**config.mk**
```make
export PLATFORM = sky130hd
export DESIGN_NAME = resta4bits_div_seq_flat
export DESIGN_NICKNAME = d
export VERILOG_FILES = /design/src/rtl/resta4bits_div_seq_if.sv /design/src/rtl/resta4bits_div_seq.sv /design/src/flat_wrapper.sv
export SDC_FILE = /design/constraint.sdc
export NUM_CORES = 1
export LEC_CHECK = 0
export ABC_AREA = 1
export ABC_CLOCK_PERIOD_IN_PS = 2750
export CORE_ASPECT_RATIO = 0.75
export CORE_MARGIN = 1
export CORE_UTILIZATION = 40
export DETAILED_ROUTE_END_ITERATION = 6
export PLACE_DENSITY = 0.6
export SYNTH_ARGS = -nofsm -noshare
export SYNTH_HDL_FRONTEND = slang
export SYNTH_SLANG_ARGS = --single-unit
```
**constraint.sdc**
```tcl
create_clock -name clk -period 2.75 [get_ports clk]
set_clock_uncertainty 0.1 [all_clocks]
set_input_delay 0.4125 -clock clk [delete_from_list [all_inputs] [get_ports clk]]
set_output_delay 0.4125 -clock clk [all_outputs]
set_load 0.01 [all_outputs]
```
**src/rtl/resta4bits_div_seq_if.sv**
```systemverilog
// Handshake and data bundle between a requester and the sequential 4-bit divider.
interface resta4bits_div_seq_if;
  logic       start;
  logic [3:0] dividend;
  logic [3:0] divisor;
  logic       busy;
  logic       done;
  logic [3:0] quotient;
  logic [3:0] remainder;
  logic       div_by_zero;
  logic       exact;

  modport master (
    output start, dividend, divisor,
    input  busy, done, quotient, remainder, div_by_zero, exact
  );

  modport slave (
    input  start, dividend, divisor,
    output busy, done, quotient, remainder, div_by_zero, exact
  );
endinterface

```
**src/rtl/resta4bits_div_seq.sv**
```systemverilog
// Sequential unsigned 4-bit divider: repeated subtraction through one shared
// Resta4bits subtractor, one subtraction per clock, start/busy/done handshake.

// Combinational 4-bit ripple-borrow subtractor, D = A - B (mod 16).
module Resta4bits (
  input  logic [3:0] A,
  input  logic [3:0] B,
  output logic [3:0] D
);
  logic [3:0] brw_s;

  assign brw_s[0] = 1'b0;

  genvar i;
  for (i = 0; i < 4; i++) begin : g_diff
    assign D[i] = A[i] ^ B[i] ^ brw_s[i];
  end
  for (i = 0; i < 3; i++) begin : g_brw
    assign brw_s[i+1] = (~A[i] & B[i]) | (~(A[i] ^ B[i]) & brw_s[i]);
  end
endmodule

module resta4bits_div_seq (
  input  logic                  clk,
  input  logic                  rst,
  resta4bits_div_seq_if.slave   bus
);
  typedef enum logic [1:0] {
    IDLE = 2'd0,
    CALC = 2'd1,
    DONE = 2'd2
  } state_t;

  state_t     state_r, state_nxt_s;
  logic [3:0] rem_r, rem_nxt_s;
  logic [3:0] bq_r, bq_nxt_s;
  logic [3:0] cnt_r, cnt_nxt_s;
  logic [3:0] quot_r, quot_nxt_s;
  logic [3:0] remout_r, remout_nxt_s;
  logic       dbz_r, dbz_nxt_s;
  logic       exact_r, exact_nxt_s;
  logic       busy_r, busy_nxt_s;
  logic       done_r, done_nxt_s;
  logic [3:0] diff_s;
  logic       ge_s;

  // R >= Bq recovered from the wrapped difference: when MSBs differ the
  // operands decide directly, otherwise the difference sign does.
  function automatic logic no_borrow(input logic [3:0] a, input logic [3:0] b,
                                     input logic [3:0] d);
    logic brw;
    brw = (~a[3] & b[3]) | ((a[3] ~^ b[3]) & d[3]);
    return ~brw;
  endfunction

  Resta4bits u_sub (
    .A (rem_r),
    .B (bq_r),
    .D (diff_s)
  );

  assign ge_s = no_borrow(rem_r, bq_r, diff_s);

  // Next-state and datapath next values; everything holds unless updated.
  always_comb begin
    state_nxt_s  = state_r;
    rem_nxt_s    = rem_r;
    bq_nxt_s     = bq_r;
    cnt_nxt_s    = cnt_r;
    quot_nxt_s   = quot_r;
    remout_nxt_s = remout_r;
    dbz_nxt_s    = dbz_r;
    exact_nxt_s  = exact_r;
    case (state_r)
      IDLE: begin
        if (bus.start) begin
          rem_nxt_s   = bus.dividend;
          bq_nxt_s    = bus.divisor;
          cnt_nxt_s   = 4'd0;
          state_nxt_s = CALC;
        end else begin
          state_nxt_s = IDLE;
        end
      end
      CALC: begin
        if (bq_r == 4'd0) begin
          dbz_nxt_s    = 1'b1;
          quot_nxt_s   = 4'hF;
          remout_nxt_s = rem_r;
          exact_nxt_s  = 1'b0;
          state_nxt_s  = DONE;
        end else if (ge_s) begin
          rem_nxt_s   = diff_s;
          cnt_nxt_s   = cnt_r + 4'd1;
          state_nxt_s = CALC;
        end else begin
          quot_nxt_s   = cnt_r;
          remout_nxt_s = rem_r;
          exact_nxt_s  = (rem_r == 4'd0);
          dbz_nxt_s    = 1'b0;
          state_nxt_s  = DONE;
        end
      end
      DONE: begin
        state_nxt_s = IDLE;
      end
      default: begin
        state_nxt_s = IDLE;
      end
    endcase
    busy_nxt_s = (state_nxt_s != IDLE);
    done_nxt_s = (state_nxt_s == DONE);
  end

  // State, operand and result registers with synchronous reset.
  always_ff @(posedge clk) begin
    if (rst) begin
      state_r  <= IDLE;
      rem_r    <= 4'd0;
      bq_r     <= 4'd0;
      cnt_r    <= 4'd0;
      quot_r   <= 4'd0;
      remout_r <= 4'd0;
      dbz_r    <= 1'b0;
      exact_r  <= 1'b0;
      busy_r   <= 1'b0;
      done_r   <= 1'b0;
    end else begin
      state_r  <= state_nxt_s;
      rem_r    <= rem_nxt_s;
      bq_r     <= bq_nxt_s;
      cnt_r    <= cnt_nxt_s;
      quot_r   <= quot_nxt_s;
      remout_r <= remout_nxt_s;
      dbz_r    <= dbz_nxt_s;
      exact_r  <= exact_nxt_s;
      busy_r   <= busy_nxt_s;
      done_r   <= done_nxt_s;
    end
  end

  assign bus.busy        = busy_r;
  assign bus.done        = done_r;
  assign bus.quotient    = quot_r;
  assign bus.remainder   = remout_r;
  assign bus.div_by_zero = dbz_r;
  assign bus.exact       = exact_r;
endmodule

```
**src/flat_wrapper.sv**
```systemverilog
// flat-port wrapper written by rule: the top's interface ports become plain ports
module resta4bits_div_seq_flat 
  (clk, rst, bus_start, bus_dividend, bus_divisor, bus_busy, bus_done, bus_quotient, bus_remainder, bus_div_by_zero, bus_exact);
  resta4bits_div_seq_if bus_i ();
  input  logic clk;
  input  logic rst;
  input wire logic [$bits(bus_i.start)-1:0] bus_start;
  input wire logic [$bits(bus_i.dividend)-1:0] bus_dividend;
  input wire logic [$bits(bus_i.divisor)-1:0] bus_divisor;
  output wire logic [$bits(bus_i.busy)-1:0] bus_busy;
  output wire logic [$bits(bus_i.done)-1:0] bus_done;
  output wire logic [$bits(bus_i.quotient)-1:0] bus_quotient;
  output wire logic [$bits(bus_i.remainder)-1:0] bus_remainder;
  output wire logic [$bits(bus_i.div_by_zero)-1:0] bus_div_by_zero;
  output wire logic [$bits(bus_i.exact)-1:0] bus_exact;
  assign bus_i.start = bus_start;
  assign bus_i.dividend = bus_dividend;
  assign bus_i.divisor = bus_divisor;
  assign bus_busy = bus_i.busy;
  assign bus_done = bus_i.done;
  assign bus_quotient = bus_i.quotient;
  assign bus_remainder = bus_i.remainder;
  assign bus_div_by_zero = bus_i.div_by_zero;
  assign bus_exact = bus_i.exact;
  resta4bits_div_seq u_core (.clk(clk), .rst(rst), .bus(bus_i));
endmodule
```
==> run metrics, run 1 <==
Worst slew margin=71.7%; wirelength, routed=2550 um; critical path, cell by cell=inv_1 -> ha_1 -> fa_1 -> fa_1 -> fa_1 -> inv_2 -> nand2_2 -> nand2_2 -> clkinv_2 -> nand2_2 -> o21ai_1; max-slew violations=0; DRC violation total after the first TritonRoute iteration=58; final routed DRC violation total=0; maximum capacitance violations=0; Die Ht=49.9 um; gr ovfl total=0; cell taking the most area after synthesis=dfxtp_1; critical path data arrival time=2590 ps; final cell count without fillers=216; number of cells in the design after placement=212; Worst-path clk slew=90 ps; number of synthesized register bits=26; antenna violations before repair=0; Root Buffer Master=clkbuf_8; worst endpoint required time=2800 ps; layout cells sized above 1=11.1%; RSZ-0062 raised after global routing=false; Antenna diodes=0; standard cell core area=0.00274 sq mm; count of cells resized by post-cts repair=0; maximum number of pins on one net before global-route repair=23; post-synth top area share=42.6%; number of nets in the synthesized netlist=174; stage delay of the slowest cell on the critical path=400 ps; portion of the post-synthesis area used by sequential elements=42.6%; Chip Width=65.8 um; number of global-route vias before repair=978; final RePlAce weighted congestion=0.816; Total Die Area=0.00328 sq mm; final critical path time including I/O delays and setup=2530 ps; crit path max-delay cell type=fa_1; total half-perimeter wirelength after legalization and detailed placement=1950 um; TritonCTS clock tree=built; Site Rows=16; number of vias in the routed layout=1037; first-pass iteration count of the detailed router=4; number of setup violations in the final report=0; leakage power total=0.652 nW; Mapped Avg Cell Area=7.74 sq um; most frequent standard cell in the layout excluding fill and tap cells=nor2_1; Setup Total Neg Slack=0 ps; element type at the critical path start=register; post-synthesis cell count=158; worst setup slack for register-to-register paths=220 ps; global-route wire length before repair=4480 um; number of different library cells in the post-synthesis netlist=23; Setup crit end kind=register; number of buffers on the longest clock path=2; CTS H-tree lvls=1; postcts setup bufs=0; outcome=completed; actual slew at the worst max-slew pin=423 ps; type of the worst setup path=reg2reg; nets@finish=197; WL/cell=11.8 um; crit share post-route=92.2%; maximum clock frequency=395 MHz; worst skew pair latency=260 ps; sink count of the clock tree=26; Initial Util=44.6%; count of boundary I/O pins=23; total number of yosys warnings=0; cells taking the most area after synthesis=dfxtp_1, nor2_1, nand2_1, fa_1, nand3_1; cts bufs inserted=3; cts-stage hold buffer count=0; count of input and output buffers=22; number of antenna-violating nets in the routed design=0; Syn-to-layout area delta=25.1%; most frequent cells in the layout=nor2_1, dfxtp_1, nand2_1, clkdlybuf4s50_1, nand3_1; number of failing hold endpoints at the final stage=0; Post-Synthesis Cell Area=0.00122 sq mm; peak supply drop=0.384 mV; Tot GR Track Use=18.0%; power per cell area=686 mW/mm^2; Max FO, Critical Path=7; average vias per placed instance=4.80; type of the tightest min-delay check=reg2reg
[Yosys cell counts]
| cell | instances |
|---|---|
| clkinv_2 | 1 |
| ha_1 | 2 |
| nand2_2 | 3 |
| nor3_4 | 1 |
| inv_1 | 8 |
| fa_1 | 3 |
| buf_6 | 2 |
| nand3b_1 | 1 |
| inv_2 | 4 |
| nand3_4 | 1 |
| inv_4 | 1 |
| xnor2_1 | 1 |
| a21oi_1 | 5 |
| nor2_1 | 40 |
| nand2_4 | 2 |
| buf_2 | 3 |
| nand4_1 | 1 |
| o21ai_1 | 10 |
| nor2_4 | 2 |
| dfxtp_1 | 26 |
| nand3_1 | 12 |
| o21ai_0 | 7 |
| nand2_1 | 22 |
[registers in the layout, indices dropped and copies added (netlist names)]
register,flops
u_core.bq_r,4
u_core.bus.busy,1
u_core.bus.div_by_zero,1
u_core.bus.done,1
u_core.bus.exact,1
u_core.bus.quotient,4
u_core.bus.remainder,4
u_core.cnt_r,4
u_core.rem_r,4
u_core.state_r,2
[power breakdown]
group          total (mW)  leakage [nW]  switching [mW]  internal [mW]
clock network       0.309        0.0357           0.114          0.194
registers           0.456         0.214          0.0353          0.421
logic               0.285         0.403           0.160          0.125
total                1.05         0.652           0.310          0.740
[worst max-delay path, delay by kind of cell (launching register included)]
| kind | cells | cell delay, ps |
|---|---|---|
| adders and majority gates | 4 | 1350 |
| DFF | 1 | 350 |
| buffers and inverters | 3 | 280 |
| and+or+nand+nor | 3 | 270 |
| AOI/OAI and AO/OA | 1 | 80 |
[kinds of logic after synthesis]
| group | Yosys count | synth area share (%) |
|---|---|---|
| AOI/OAI and AO/OA | 22 | 9.01 |
| DFF | 26 | 42.6 |
| and+or+nand+nor | 85 | 33.1 |
| xor gates and xnor gates | 1 | 0.717 |
| buffers and inverters | 19 | 7.68 |
| adders and majority gates | 5 | 6.96 |
[through the flow]
stage / util, % / hold WS [ps] / area (sq um) / setup WS [ps] / total power [mW]
2_1_floorplan: - / 361 / 1220 / 396 / 0.655
3_3_place_gp: 53.1 / 372 / 1460 / 286 / 0.746
3_5_place_dp: 53.1 / 366 / 1460 / 232 / 0.749
4_1_cts: 55.7 / 379 / 1530 / 215 / 1.06
5_1_grt: 55.7 / 403 / 1530 / 94.4 / 1.12
6_report: 55.7 / 375 / 1530 / 216 / 1.05
[per-layer routing]
metal,vias up,share of wire [%],GRT usage [%],wire [um]
met4,0,0,3.26,0
met3,0,6.8,4.86,174
met2,34,44,26.7,1130
met5,-,0,0,0
met1,458,49,26.0,1250
li1,545,-,-,-
[final cells by class]
class,instances,area (sq um)
flip-flops and latches,26,520
repair buffers,23,228
clock buffers,3,41.3
multi-input cells,113,608
fillers,258,1210
well taps,36,45.0
inverters,14,56.3
clock inverters,1,30.0
[final timing paths]
kind	from	end	cells after the start
worst max-delay path	u_core.rem_r[0]$_SDFFE_PP0P_	u_core.bus.busy$_SDFF_PP0_	11
worst min-delay path	u_core.bus.quotient[2]$_SDFFE_PP0P_	u_core.bus.quotient[2]$_SDFFE_PP0P_	2
worst max register to register	u_core.rem_r[0]$_SDFFE_PP0P_	u_core.bus.busy$_SDFF_PP0_	11
worst min register to register	u_core.bus.quotient[2]$_SDFFE_PP0P_	u_core.bus.quotient[2]$_SDFFE_PP0P_	2
Power figures use the tool's default switching activity.
==> run 2: changes to the inputs <==
--- a/config.mk
+++ b/config.mk
@@ -10,6 +10,7 @@
 export CORE_ASPECT_RATIO = 0.75
 export CORE_MARGIN = 1
 export CORE_UTILIZATION = 40
+export CTS_CLUSTER_SIZE = 24
 export DETAILED_ROUTE_END_ITERATION = 6
 export PLACE_DENSITY = 0.6
 export SYNTH_ARGS = -nofsm -noshare
==> results of run 2 <==
Same layout as run 1: the final DEF is identical, and so are final timing and power.
==> run 3: changes to the inputs <==
--- a/config.mk
+++ b/config.mk
@@ -5,7 +5,6 @@
 export SDC_FILE = /design/constraint.sdc
 export NUM_CORES = 1
 export LEC_CHECK = 0
-export ABC_AREA = 1
 export ABC_CLOCK_PERIOD_IN_PS = 2750
 export CORE_ASPECT_RATIO = 0.75
 export CORE_MARGIN = 1
==> run metrics, run 3 <==
WL/cell=13.4 um (+13%); number of failing hold endpoints at the final stage=0 (unchanged); sink count of the clock tree=26 (unchanged); layout cells sized above 1=13.2% (+2.1 points); Site Rows=17 (+1); Tot GR Track Use=17.9% (-0.043 points); Logic pwr share=26.7% (-0.4 points); DRC violation total after the first TritonRoute iteration=56 (-3.4%); type of the worst setup path=reg2reg; most frequent standard cell in the layout excluding fill and tap cells=dfxtp_1; Initial Util=42.0% (-2.6 points); type of the tightest min-delay check=reg2reg; Total Die Area=0.00331 sq mm (+0.79%); number of buffers on the longest clock path=2 (unchanged); Syn-to-layout area delta=26.6%; number of nets in the synthesized netlist=142 (-18%); switching share of total power=29.6% (+0.053 points); count of input and output buffers=22 (unchanged); Commonest cells post-synth=dfxtp_1, nand2_1, a21oi_1; number of antenna-violating nets in the routed design=0 (unchanged); max-slew violations=0 (unchanged); worst endpoint required time=2830 ps (+30 ps); gr ovfl total=0 (unchanged); power per cell area=563 mW/mm^2 (-18%); Setup Total Neg Slack=0 ps (unchanged); count of boundary I/O pins=23 (unchanged); number of different library cells in the post-synthesis netlist=36 (+57%); most frequent cells in the layout=dfxtp_1, nand2_1, clkdlybuf4s50_1; final critical path time including I/O delays and setup=2630 ps (+95.1 ps); Die Ht=50.1 um (+0.39%); Max FO, Critical Path=5 (-2); total half-perimeter wirelength after legalization and detailed placement=1860 um (-4.6%); TritonCTS clock tree=built; element type at the critical path start=register; Chip Width=66.1 um (+0.39%); CTS H-tree lvls=1 (unchanged); first-pass iteration count of the detailed router=6 (+2); Worst-path clk slew=80 ps (about the same); final RePlAce weighted congestion=0.741 (-9.2%); worst skew pair latency=270 ps (about the same); number of global-route vias before repair=928 (-5.1%); Antenna diodes=0 (unchanged); maximum capacitance violations=0 (unchanged); cell taking the most area after synthesis=dfxtp_1; standard cell core area=0.00294 sq mm (+7.0%); worst hold slack after final layout=363 ps (-11.8 ps); postcts setup bufs=0 (unchanged); number of enable flip-flop cells after synthesis=0 (unchanged); Post-Synthesis Cell Area=0.00123 sq mm (+0.82%); utilization after layout=53.2% (-2.6 points); average vias per placed instance=5.31 (+11%); clock network power share=24.4% (-5.0 points); leakage power total=0.576 nW (-12%); crit share post-route=95.6% (+3.5 points); most repeated cell in the gate-level netlist after synthesis=dfxtp_1; post-synthesis cell count=126 (-20%); cts bufs inserted=3 (unchanged); Setup crit end kind=register; number of cells in the design after placement=186 (-12%); critical path data arrival time=2700 ps (+110 ps); final cell count without fillers=189 (-13%); violations in the final reports=DRC; number of synthesized register bits=26 (unchanged); wirelength, routed=2530 um (-0.82%); maximum clock frequency=380 MHz (-3.6%); number of vias in the routed layout=1003 (-3.3%); outcome=finished with violations; fraction of power consumed by sequential logic=48.9% (+5.4 points); number of setup violations in the final report=0 (unchanged); Root Buffer Master=clkbuf_8; Synth async-reset ratio=0% (unchanged); Power Internal=0.618 mW (-16%); Worst slew margin=63.5% (-8.2 points); most instantiated flip-flop cell in the synthesis netlist=dfxtp_1; actual slew at the worst max-slew pin=546 ps (+122 ps); final routed DRC violation total=2 (+2); antenna violations before repair=0 (unchanged); cells taking the most area after synthesis=dfxtp_1, nand2_1, fa_1, mux2i_1, o221a_1; Mapped Avg Cell Area=9.78 sq um (+26%); peak supply drop=0.265 mV (-31%); nets@finish=169 (-14%); post-synth top area share=42.2% (-0.35 points); RSZ-0062 raised after global routing=false; maximum number of pins on one net before global-route repair=18 (-22%); power spent charging and discharging nets=0.259 mW (-16%); total number of yosys warnings=0 (unchanged); global-route wire length before repair=4410 um (-1.5%); portion of the post-synthesis area used by sequential elements=42.2% (-0.35 points)
==> run 3: cell types whose count changed in the layout (fill, tap and decap cells not counted), moves of 3 or more <==
| cell | previous run | this run |
|---|---|---|
| mux2i_1 | 0 | 5 |
| inv_2 | 4 | 0 |
| nand3_1 | 12 | 3 |
| o21ai_1 | 10 | 1 |
| nand2b_1 | 0 | 5 |
| o21ai_0 | 7 | 1 |
| nor2_1 | 40 | 4 |
| a311oi_1 | 0 | 4 |
| buf_4 | 1 | 7 |
| o221a_1 | 0 | 4 |
| a211oi_1 | 0 | 5 |
| nand2_2 | 3 | 0 |
==> run 3: final timing paths <==
path	startpoint	endpoint	slack (ps)	cells past startpoint
setup / recovery	u_core.rem_r[0]$_SDFFE_PP0P_	u_core.rem_r[1]$_SDFFE_PP0P_	120	8
setup reg to reg	u_core.rem_r[0]$_SDFFE_PP0P_	u_core.rem_r[1]$_SDFFE_PP0P_	120	8
hold / removal	u_core.bus.exact$_SDFFE_PP0P_	u_core.bus.exact$_SDFFE_PP0P_	360	2
hold reg to reg	u_core.bus.exact$_SDFFE_PP0P_	u_core.bus.exact$_SDFFE_PP0P_	360	2
==> run 3: layer usage <==
layer,wire length [um],share of wire (%),track usage [%],up-vias
met5,0,0,0,-
met4,19,0.75,5.32,0
li1,-,-,-,500
met2,1170,46,28.1,23
met3,89,3.5,5.56,3
met1,1250,49,23.6,477
==> run 3: final cells by class <==
cell class | count | area (sq um)
Tap cell | 38 | 47.5
Multi-Input combinational cell | 86 | 652
Clock buffer | 3 | 41.3
Timing Repair Buffer | 29 | 273
Sequential cell | 26 | 520
Fill cell | 273 | 1380
Inverter | 7 | 26.3
==> run 3: cell families after synthesis <==
logic type | count (synthesis) | synth area share [%]
DFF | 26 | 42.2
buffers and inverters | 14 | 5.28
AOI/OAI and AO/OA | 29 | 19.1
adders and majority gates | 5 | 6.90
muxes | 5 | 4.06
and+or+nand+nor | 47 | 22.4
==> run 3: power groups by stage <==
stage	clock network, mW	logic (mW)	registers [mW]
2_1_floorplan	0	0.144	0.443
3_3_place_gp	0	0.229	0.438
3_5_place_dp	0	0.232	0.439
4_1_cts	0.226	0.234	0.430
5_1_grt	0.243	0.260	0.434
6_report	0.214	0.234	0.430
==> run 3: per-stage QoR <==
step                power [mW]  setup WS, ps  area (sq um)
detailed placement       0.671         -10.9          1510
global placement         0.667          77.2          1510
floorplan                0.587          50.9          1230
CTS                      0.890          42.7          1560
global route             0.937          10.7          1560
finish                   0.878           121          1560
==> run 3: critical path, stage by stage (launching register included) <==
cell and delay [ps]:
dfxtp_1 330, inv_1 40, ha_1 180, fa_1 390, fa_2 370, fa_2 440
nor3b_4 290, a211oi_1 130, a311oi_1 250
==> run 3: repair_timing <==
item | 4_1_cts | 5_1_grt
pin swaps | 0 | 6
endpoints found under the setup margin | 1 | 6
resized for setup | 1 | 1
hold buffers | 0 | 0
hold endpoints to repair | 0 | 0
